### config.mk
export PLATFORM = sky130hd
export DESIGN_NAME = jump_ctrl_flat
export DESIGN_NICKNAME = d
export VERILOG_FILES = /design/src/rtl/jump_pkg.sv /design/src/rtl/jump_ctrl_if.sv /design/src/rtl/jump_ctrl_key_edge.sv /design/src/rtl/jump_ctrl.sv /design/src/flat_wrapper.sv
export SDC_FILE = /design/constraint.sdc
export NUM_CORES = 1
export LEC_CHECK = 0
export ABC_AREA = 1
export BUFFER_PORTS_ARGS = -buffer_cell sky130_fd_sc_hd__clkbuf_2
export CAP_MARGIN = 30
export CORE_UTILIZATION = 50
export CTS_CLUSTER_DIAMETER = 120
export DETAILED_ROUTE_END_ITERATION = 16
export PLACE_DENSITY = 0.76
export RECOVER_POWER = 100
export SYNTH_ARGS = -nofsm -noshare
export SYNTH_HDL_FRONTEND = slang
export SYNTH_SLANG_ARGS = --single-unit
### constraint.sdc
create_clock -name clk -period 2.5 [get_ports clk]
set_clock_uncertainty 0.15 [all_clocks]
set_input_delay 0 -clock clk [delete_from_list [all_inputs] [get_ports clk]]
set_output_delay 0 -clock clk [all_outputs]
set_load 0.01 [all_outputs]
### src/rtl/jump_pkg.sv
// Shared definitions for the jumping-man game: coordinate width, home column,
// ground line and the game-flow state encoding.
package jump_pkg;

  localparam int COORD_W    = 10;
  localparam int MAN_HOME_X = 60;
  localparam int GROUND_Y   = 500;

  typedef logic [COORD_W-1:0] coord_t;

  typedef enum logic [2:0] {
    S_IDLE,
    S_CHARGE,
    S_JUMP,
    S_CHECK,
    S_SCROLL,
    S_NEWPLAT,
    S_OVER
  } state_t;

  // Inclusive span test used for the landing check.
  function automatic logic in_span(coord_t x, coord_t lo, coord_t hi);
    return (x >= lo) && (x <= hi);
  endfunction

endpackage

### src/rtl/jump_ctrl_if.sv
// Signal bundle between the game-flow sequencer (master) and the key/frame
// logic, jump datapath and platform generator around it (slave).
interface jump_ctrl_if;
  import jump_pkg::*;

  logic       pulse;
  logic       key;
  logic       jump_fin;
  coord_t     man_x;
  coord_t     plat_left;
  coord_t     plat_right;
  logic       jump_en;
  coord_t     length;
  coord_t     tall;
  coord_t     moved_man_x;
  logic       scroll_pulse;
  logic       generate_en;
  logic [7:0] score;
  logic       game_over;

  modport master (
    input  pulse, key, jump_fin, man_x, plat_left, plat_right,
    output jump_en, length, tall, moved_man_x, scroll_pulse, generate_en,
           score, game_over
  );

  modport slave (
    output pulse, key, jump_fin, man_x, plat_left, plat_right,
    input  jump_en, length, tall, moved_man_x, scroll_pulse, generate_en,
           score, game_over
  );

endinterface

### src/rtl/jump_ctrl_key_edge.sv
// Rising-edge detector for the debounced jump key.
module key_edge (
  input  logic clk,
  input  logic rst,
  input  logic key,
  output logic key_rise
);

  logic key_q;

  // NOTE: registers are written with <= so every flop samples pre-edge values.
  always_ff @(posedge clk or posedge rst) begin
    if (rst) key_q <= 1'b0;
    else     key_q <= key;
  end

  assign key_rise = key & ~key_q;

endmodule

### src/rtl/jump_ctrl.sv
// Game-flow sequencer: charges a jump from the key, runs the jump, scores the
// landing, scrolls the scene back to the home column and requests a platform.
module jump_ctrl #(
  parameter int MAN_HOME_X   = jump_pkg::MAN_HOME_X,
  parameter int LEN_MIN      = 20,
  parameter int LEN_MAX      = 600,
  parameter int LEN_STEP     = 4,
  parameter int TALL_REST    = 60,
  parameter int TALL_MIN     = 30,
  parameter int SCROLL_STEP  = 4,
  parameter int JUMP_TIMEOUT = 512
) (
  input  logic        clk,
  input  logic        rst,
  jump_ctrl_if.master bus
);
  import jump_pkg::*;

  localparam coord_t     HOME_C      = coord_t'(MAN_HOME_X);
  localparam coord_t     SNAP_C      = coord_t'(MAN_HOME_X + SCROLL_STEP);
  localparam coord_t     STEP_C      = coord_t'(SCROLL_STEP);
  localparam coord_t     LEN_MIN_C   = coord_t'(LEN_MIN);
  localparam coord_t     LEN_MAX_C   = coord_t'(LEN_MAX);
  localparam coord_t     LEN_STEP_C  = coord_t'(LEN_STEP);
  localparam coord_t     LEN_GROW_C  = coord_t'(LEN_MAX - LEN_STEP);
  localparam coord_t     TALL_REST_C = coord_t'(TALL_REST);
  localparam coord_t     TALL_MIN_C  = coord_t'(TALL_MIN);
  localparam logic [15:0] TO_LAST    = 16'(JUMP_TIMEOUT - 1);

  state_t      state;
  logic        key_rise;
  coord_t      land_x;
  logic [15:0] to_cnt;

  logic        jump_en;
  coord_t      length;
  coord_t      tall;
  coord_t      moved_man_x;
  logic        scroll_pulse;
  logic        generate_en;
  logic [7:0]  score;
  logic        game_over;

  key_edge u_key_edge (
    .clk      (clk),
    .rst      (rst),
    .key      (bus.key),
    .key_rise (key_rise)
  );

  always_ff @(posedge clk or posedge rst) begin
    if (rst) begin
      state        <= S_IDLE;
      jump_en      <= 1'b0;
      length       <= LEN_MIN_C;
      tall         <= TALL_REST_C;
      moved_man_x  <= HOME_C;
      scroll_pulse <= 1'b0;
      generate_en  <= 1'b0;
      score        <= 8'd0;
      game_over    <= 1'b0;
      land_x       <= '0;
      to_cnt       <= '0;
    end else begin
      // NOTE: strobes default low here so each set below lasts exactly one cycle.
      scroll_pulse <= 1'b0;
      generate_en  <= 1'b0;

      case (state)
        S_IDLE: begin
          if (key_rise) begin
            state  <= S_CHARGE;
            length <= LEN_MIN_C;
            tall   <= TALL_REST_C;
          end
        end

        S_CHARGE: begin
          if (!bus.key) begin
            state   <= S_JUMP;
            jump_en <= 1'b1;
            to_cnt  <= '0;
          end else if (bus.pulse) begin
            length <= (length >= LEN_GROW_C) ? LEN_MAX_C : length + LEN_STEP_C;
            tall   <= (tall <= TALL_MIN_C) ? TALL_MIN_C : tall - 10'd1;
          end
        end

        S_JUMP: begin
          if (bus.jump_fin) begin
            land_x  <= bus.man_x;
            jump_en <= 1'b0;
            state   <= S_CHECK;
          end else if (bus.pulse) begin
            if (to_cnt == TO_LAST) begin
              jump_en   <= 1'b0;
              game_over <= 1'b1;
              state     <= S_OVER;
            end else begin
              to_cnt <= to_cnt + 16'd1;
            end
          end
        end

        S_CHECK: begin
          if (in_span(land_x, bus.plat_left, bus.plat_right)) begin
            score       <= (score == 8'hFF) ? score : score + 8'd1;
            moved_man_x <= land_x;
            tall        <= TALL_REST_C;
            state       <= S_SCROLL;
          end else begin
            game_over <= 1'b1;
            state     <= S_OVER;
          end
        end

        S_SCROLL: begin
          // Leave one cycle after the snapping strobe so it is seen inside SCROLL.
          if (scroll_pulse && moved_man_x == HOME_C) begin
            generate_en <= 1'b1;
            state       <= S_NEWPLAT;
          end else if (bus.pulse) begin
            scroll_pulse <= 1'b1;
            moved_man_x  <= (moved_man_x <= SNAP_C) ? HOME_C : moved_man_x - STEP_C;
          end
        end

        S_NEWPLAT: begin
          length <= LEN_MIN_C;
          state  <= S_IDLE;
        end

        S_OVER: begin
          if (key_rise) begin
            score       <= 8'd0;
            moved_man_x <= HOME_C;
            length      <= LEN_MIN_C;
            tall        <= TALL_REST_C;
            game_over   <= 1'b0;
            generate_en <= 1'b1;
            state       <= S_NEWPLAT;
          end
        end

        default: state <= S_IDLE;
      endcase
    end
  end

  assign bus.jump_en      = jump_en;
  assign bus.length       = length;
  assign bus.tall         = tall;
  assign bus.moved_man_x  = moved_man_x;
  assign bus.scroll_pulse = scroll_pulse;
  assign bus.generate_en  = generate_en;
  assign bus.score        = score;
  assign bus.game_over    = game_over;

endmodule

### src/flat_wrapper.sv
// flat-port wrapper written by rule: the top's interface ports become plain ports
module jump_ctrl_flat import jump_pkg::*;
#(
  parameter int MAN_HOME_X   = jump_pkg::MAN_HOME_X,
  parameter int LEN_MIN      = 20,
  parameter int LEN_MAX      = 600,
  parameter int LEN_STEP     = 4,
  parameter int TALL_REST    = 60,
  parameter int TALL_MIN     = 30,
  parameter int SCROLL_STEP  = 4,
  parameter int JUMP_TIMEOUT = 512
)
  (clk, rst, bus_pulse, bus_key, bus_jump_fin, bus_man_x, bus_plat_left, bus_plat_right, bus_jump_en, bus_length, bus_tall, bus_moved_man_x, bus_scroll_pulse, bus_generate_en, bus_score, bus_game_over);
  jump_ctrl_if bus_i ();
  input  logic clk;
  input  logic rst;
  input wire logic [$bits(bus_i.pulse)-1:0] bus_pulse;
  input wire logic [$bits(bus_i.key)-1:0] bus_key;
  input wire logic [$bits(bus_i.jump_fin)-1:0] bus_jump_fin;
  input wire logic [$bits(bus_i.man_x)-1:0] bus_man_x;
  input wire logic [$bits(bus_i.plat_left)-1:0] bus_plat_left;
  input wire logic [$bits(bus_i.plat_right)-1:0] bus_plat_right;
  output wire logic [$bits(bus_i.jump_en)-1:0] bus_jump_en;
  output wire logic [$bits(bus_i.length)-1:0] bus_length;
  output wire logic [$bits(bus_i.tall)-1:0] bus_tall;
  output wire logic [$bits(bus_i.moved_man_x)-1:0] bus_moved_man_x;
  output wire logic [$bits(bus_i.scroll_pulse)-1:0] bus_scroll_pulse;
  output wire logic [$bits(bus_i.generate_en)-1:0] bus_generate_en;
  output wire logic [$bits(bus_i.score)-1:0] bus_score;
  output wire logic [$bits(bus_i.game_over)-1:0] bus_game_over;
  assign bus_i.pulse = bus_pulse;
  assign bus_i.key = bus_key;
  assign bus_i.jump_fin = bus_jump_fin;
  assign bus_i.man_x = bus_man_x;
  assign bus_i.plat_left = bus_plat_left;
  assign bus_i.plat_right = bus_plat_right;
  assign bus_jump_en = bus_i.jump_en;
  assign bus_length = bus_i.length;
  assign bus_tall = bus_i.tall;
  assign bus_moved_man_x = bus_i.moved_man_x;
  assign bus_scroll_pulse = bus_i.scroll_pulse;
  assign bus_generate_en = bus_i.generate_en;
  assign bus_score = bus_i.score;
  assign bus_game_over = bus_i.game_over;
  jump_ctrl #(.MAN_HOME_X(MAN_HOME_X), .LEN_MIN(LEN_MIN), .LEN_MAX(LEN_MAX), .LEN_STEP(LEN_STEP), .TALL_REST(TALL_REST), .TALL_MIN(TALL_MIN), .SCROLL_STEP(SCROLL_STEP), .JUMP_TIMEOUT(JUMP_TIMEOUT)) u_core (.clk(clk), .rst(rst), .bus(bus_i));
endmodule
Yosys cells after proc, flatten, opt, wreduce, memory -nomap -nowiden

Index checks and enable logic that the tools add are counted.

Eq/ne operators: 27
Bitwise gates (word level): 2
Reductions and logical operators: 19
Add/sub/neg operators: 5
$lt $le $gt $ge: 5
Multiplexer cells: 51

Operators with widths:

| kind                                                            | number |
|---|---|
| 2-to-1 mux 10 bit                                               | 13 |
| one-hot mux 10 bit (3 select lines)                             | 3 |
| 2-to-1 mux 16 bit                                               | 4 |
| one-hot mux 16 bit (2 select lines)                             | 1 |
| 2-to-1 mux 8 bit                                                | 3 |
| 2-to-1 mux 3 bit                                                | 7 |
| inequality test 2 bit, second input constant                    | 10 |
| one-hot mux 3 bit (6 select lines)                              | 1 |
| adder 16 x 1 -> 16 bit, second input constant                   | 1 |
| equality test 16 x 9 -> 1 bit, second input constant            | 1 |
| one-hot mux 8 bit (2 select lines)                              | 1 |
| AND reduction 5 bit                                             | 3 |
| 2-to-1 mux 1 bit                                                | 14 |
| inequality test 2 x 1 -> 1 bit, second input constant           | 6 |
| AND reduction 4 bit                                             | 3 |
| AND reduction 6 bit                                             | 2 |
| nonzero test 3 bit                                              | 4 |
| adder 10 x 3 -> 10 bit, second input constant                   | 1 |
| equality test 10 x 6 -> 1 bit, second input constant            | 1 |
| >= comparator 10 bit                                            | 1 |
| >= comparator 10 bit, second input constant                     | 1 |
| less-or-equal comparator 10 bit                                 | 1 |
| less-or-equal comparator 10 x 5 -> 1 bit, second input constant | 1 |
| less-or-equal comparator 10 x 7 -> 1 bit, second input constant | 1 |
| other kinds (19)                                                | 25 |

Flip-flop bits (word level): 72
Output and inout bits: 42
Logic and storage cells: 121
Bits of input ports: 35

Logic depth before layout (Yosys ltp)

Depth after elaboration: 5
Mapped depth: 15
Depth with buffers taken out: 14

Hierarchy

Synthesis repeated with hierarchy kept, for this count alone.

Cell total of the unflattened synthesis: 670
Area total of the unflattened synthesis: 4814.6 µm²

Modules (own cells, without submodules):

| module    | area an instance (µm²) | cells an instance | instances | seq. area each (µm²) |
|---|---|---|---|---|
| jump_ctrl | 4775.8                 | 666               | 1         | 1739.2 |
| key_edge  | 38.8                   | 4                 | 1         | 25.0 |

Worst setup path after synthesis

OpenSTA, ideal clock, no wires.

Path type: register to register
From: register u_core.land_x[9]
To: register u_core.score[7], in the netlist u_core.bus.score[7]
Stages on the path, launching flop included: 13
Setup time: 74 ps
Data arrival time: 1665 ps
Path buffers: 1
Required time: 2276 ps
Slack: 611 ps
Period minus slack after synthesis: 1889 ps
Cell sequence: dfrtp_1 ha_1 nand2_1 nor2_1 nand3_1 nand3_1 nand2_1 nand2_1 nand2_2 nand2_2 buf_6 nand2_1 o21ai_2

Cells in the longest elaborated chain, start to end: 4
Elaborated cells between the ends (all ways): 5
Classes of those cells: order compare (2); eq/ne (1); reduce/logical (2)

RTL lines:

| what                                                                    | RTL line         | RTL |
|---|---|---|
| start, declared                                                         | jump_ctrl.sv:32  | `coord_t land_x;` |
| start signal, assigned                                                  | jump_ctrl.sv:91  | `land_x <= bus.man_x;` |
| >= comparator 10 bit or less-or-equal comparator 10 bit (tied branches) | jump_pkg.sv:23   | `return (x >= lo) && (x <= hi);` |
| logical AND 1 bit (*)                                                   | jump_pkg.sv:23   |  |
| inequality test 2 x 1 -> 1 bit (no source line) (*)                     | -                |  |
| AND reduction 4 bit (no source line) (*)                                | -                |  |
| end signal, assigned                                                    | jump_ctrl.sv:107 | `score <= (score == 8'hFF) ? score : score + 8'd1;` |
| end, declared                                                           | jump_ctrl.sv:41  | `logic [7:0] score;` |

Every way passes the cells marked *; elsewhere a longest branch is shown, timed or not.
A chain may end at the register's enable or synchronous reset.

Worst setup path after layout

From: register u_core.state[2]
To: register u_core.to_cnt[9]

Cells in the longest elaborated chain, start to end: 3
Elaborated cells between the ends (all ways): 9
Classes of those cells: eq/ne (6); mux (1); reduce/logical (2)

RTL lines:

| what                                                                         | RTL line         | RTL |
|---|---|---|
| start, declared                                                              | jump_ctrl.sv:30  | `state_t state;` |
| start signal, assigned                                                       | jump_ctrl.sv:53  | `state <= S_IDLE;` |
| start signal, assigned                                                       | jump_ctrl.sv:72  | `state <= S_CHARGE;` |
| start signal, assigned                                                       | jump_ctrl.sv:80  | `state <= S_JUMP;` |
| equality test 3 x 2 -> 1 bit or equality test 3 x 1 -> 1 bit (tied branches) | jump_ctrl.sv:69  | `case (state)` |
| inequality test 2 bit (no source line) or nonzero test 2 bit (tied branches) | -                |  |
| AND reduction 5 bit (no source line)                                         | -                |  |
| end signal, assigned                                                         | jump_ctrl.sv:100 | `to_cnt <= to_cnt + 16'd1;` |
| end, declared                                                                | jump_ctrl.sv:33  | `logic [15:0] to_cnt;` |

Several ways; a longest one is shown, not always the timed one.

==> reports/results.ini <==
[status]
status = finished, final reports clean

[finish]
syn2layout_area_growth_pct = 15.0
nFillCells = 888
n_antenna_cell = 0
multiInputGateArea_mm2 = 0.00258
drive_gt1_frac = 0.119
nets = 815
seq_area_mm2 = 0.00176
final_cell_area_mm2 = 0.00561

[synth]
yosysUniqueCellTypes = 41
synth_commonest_cells = nand2_1 (163), inv_1 (94), nor2_1 (76), dfrtp_1 (60), nand3_1 (40)
synth.ff_latch_count = 70
synth.area.top_cells = dfrtp_1 (31%), nand2_1 (13%), ha_1 (7.7%)
synth.most_common_cell = nand2_1
ys_warn_count = 0
synth_top_area_share = 0.308
netlist_area_mm2 = 0.00488
ys.flop_type = dfrtp_1
yosys.area.top_type = dfrtp_1
avgSynthCellArea_um2 = 7.41
synth_edf_count = 0
yosysSeqAreaShare = 0.362
synth-async-reset-ratio = 1.00
syn_inst = 658

[floorplanning]
io_pins = 77
die_y_um = 101
core_mm2 = 0.00933
die_x_um = 101
die-area_mm2 = 0.0102
initial_core_util = 0.523
rows = 35

[global_route]
track_usage = 0.240
grt_pass1_vias = 4285
overflow = 0
antenna_found_initial = 0
grt_pass1_wl_um = 19300
grt_start_max_net_pins = 49

[timing]
tightest_slew_ns = 0.908
fin_crit_ns = 2.32
worst_slew_margin_rel = 0.394
fmax_mhz = 431
finalMaxSlewViolations = 0
hold_viol = 0
fin_tns_setup_ns = 0
rsz0062_at_grt = false
finalSetupViolations = 0
period_share = 0.927

[place]
post-dp-hpwl_um = 8450
gp_congestion = 0.908
dpl-instance-area_mm2 = 0.00536
io_buffers = 74

[setup_path]
startpoint_type = register
worstPathMaxFanout = 12
crit_type = register to register
rr_endpoint = u_core.to_cnt[9]
worstPathArrival_ns = 2.43
cp-end-kind = register
rr_worst_depth = 8
required_ns = 2.61
r2r_start = u_core.state[2]
r2r_setup_slack_ns = 0.18
critPathLaunch = u_core.state[2]

[routing]
wl_um = 11300
drc_errors = 0
wl_per_cell_um = 12.8
ant_nets = 0
drt_pass1_iterations = 7
vias_per_cell = 5.19
num_vias = 4586
detailedRoute.firstIterationViolations = 213

[pwr]
power_mw = 5.97
power_density_mw_per_mm2 = 1060
p_leak_nw = 2.84
ir_worst_vdd_uv = 582

[clocking]
cts_num_sinks = 70
cts.path.max_buffers = 2
cts_tree = yes
root_buffer = clkbuf_8
clk_pin_slew_worst_paths_ns = 0.08
numCtsBuffers = 9
htree_levels = 3
clk_latency_ns = 0.35

[worst_hold_path]
worst_hold_path_type = primary input to register
whs_path_depth = 7
worst_hold_startpoint = bus_plat_right[0]
min_to = u_core.bus.game_over

[run]
maxCapViolCount = 0

-- registers in the layout, summed over array words and instances, names as in the netlist, 3 cells and up --
name / count
u_core.bus.score: 8
u_core.land_x: 10
u_core.bus.tall: 10
u_core.to_cnt: 16
u_core.bus.length: 8
u_core.state: 3
u_core.bus.moved_man_x: 10
-- power by group --
part	switching (mW)	leakage [nW]	total (mW)	internal (mW)
logic	1.92	1.85	2.99	1.06
clock network	0.460	0.108	1.05	0.585
registers	0.426	0.881	1.94	1.51
-- metrics by stage --
stage	util	hold slack (ns)	cells	setup WS (ns)
final	0.601	0.166	884	0.182
after global routing	0.601	0.255	884	0.0368
after CTS	0.614	0.0599	884	0.266
after detailed placement	0.575	-0.104	854	0.284
after global placement	0.575	-0.114	854	0.383
after floorplan	-	-0.119	659	0.598
-- layer usage --
metal / wire [um] / vias to the layer above / global-route usage
met5: 0 / - / 0
met4: 244 / 0 / 0.106
met3: 443 / 19 / 0.0326
met2: 5440 / 110 / 0.413
met1: 5210 / 2153 / 0.302
li1: - / 2304 / -
-- what timing repair did --
action,4_1_cts,5_1_grt
gates resized for setup,0,0
hold endpoints to repair,80,0
setup buffers,0,0
hold buffers,14,0
-- cells in the final DEF, fill, tap and decap left out, drive strengths merged, types with 6 or more instances in the layout --
cell         instances
mux2                 6
o31ai                7
a21oi               20
nor3                11
nand4               21
nor2                78
xor2                14
clkbuf              85
nand3               43
nand2              169
dlygate4sd3         14
inv                 99
ha                  30
dfrtp               60
o21ai               49
dfstp               10
-- cells by family after synthesis --
logic type | share of synthesized area
adders and majority gates | 0.0769
muxes | 0.0138
xor gates and xnor gates | 0.0323
DFF | 0.362
buffers and inverters | 0.0957
other | 0.000769
AOI/OAI and AO/OA | 0.116
and+or+nand+nor | 0.303
-- critical path, stage by stage (launching register included) --
cell and delay (ns):
dfrtp_1 0.42, inv_1 0.27, nand3_2 0.29, nand2_1 0.12, inv_1 0.05, nor3_1 0.24, nand2_2 0.21, buf_4 0.23
o31ai_1 0.23
-- worst max path at each step --
| stage | endpoint | cells past startpoint |
|---|---|---|
| 6_report | u_core.to_cnt[9] | 8 |
| 4_1_cts | u_core.bus.score[4] | 10 |
| 5_1_grt | u_core.bus.length[4] | 11 |
| 2_1_floorplan | u_core.bus.game_over | 1 |
| 3_5_place_dp | u_core.bus.score[2] | 10 |
| 3_3_place_gp | u_core.bus.score[3] | 10 |
-- final cells by class --
cell class	count	area share
clock inverter	6	0.0152
inverter	99	0.0663
sequential	70	0.315
timing repair buffer	92	0.0912
multi-input combinational	478	0.460
clock buffer	10	0.0245
tap	129	0.0288
Note: power is estimated with default switching activity, not from simulation.
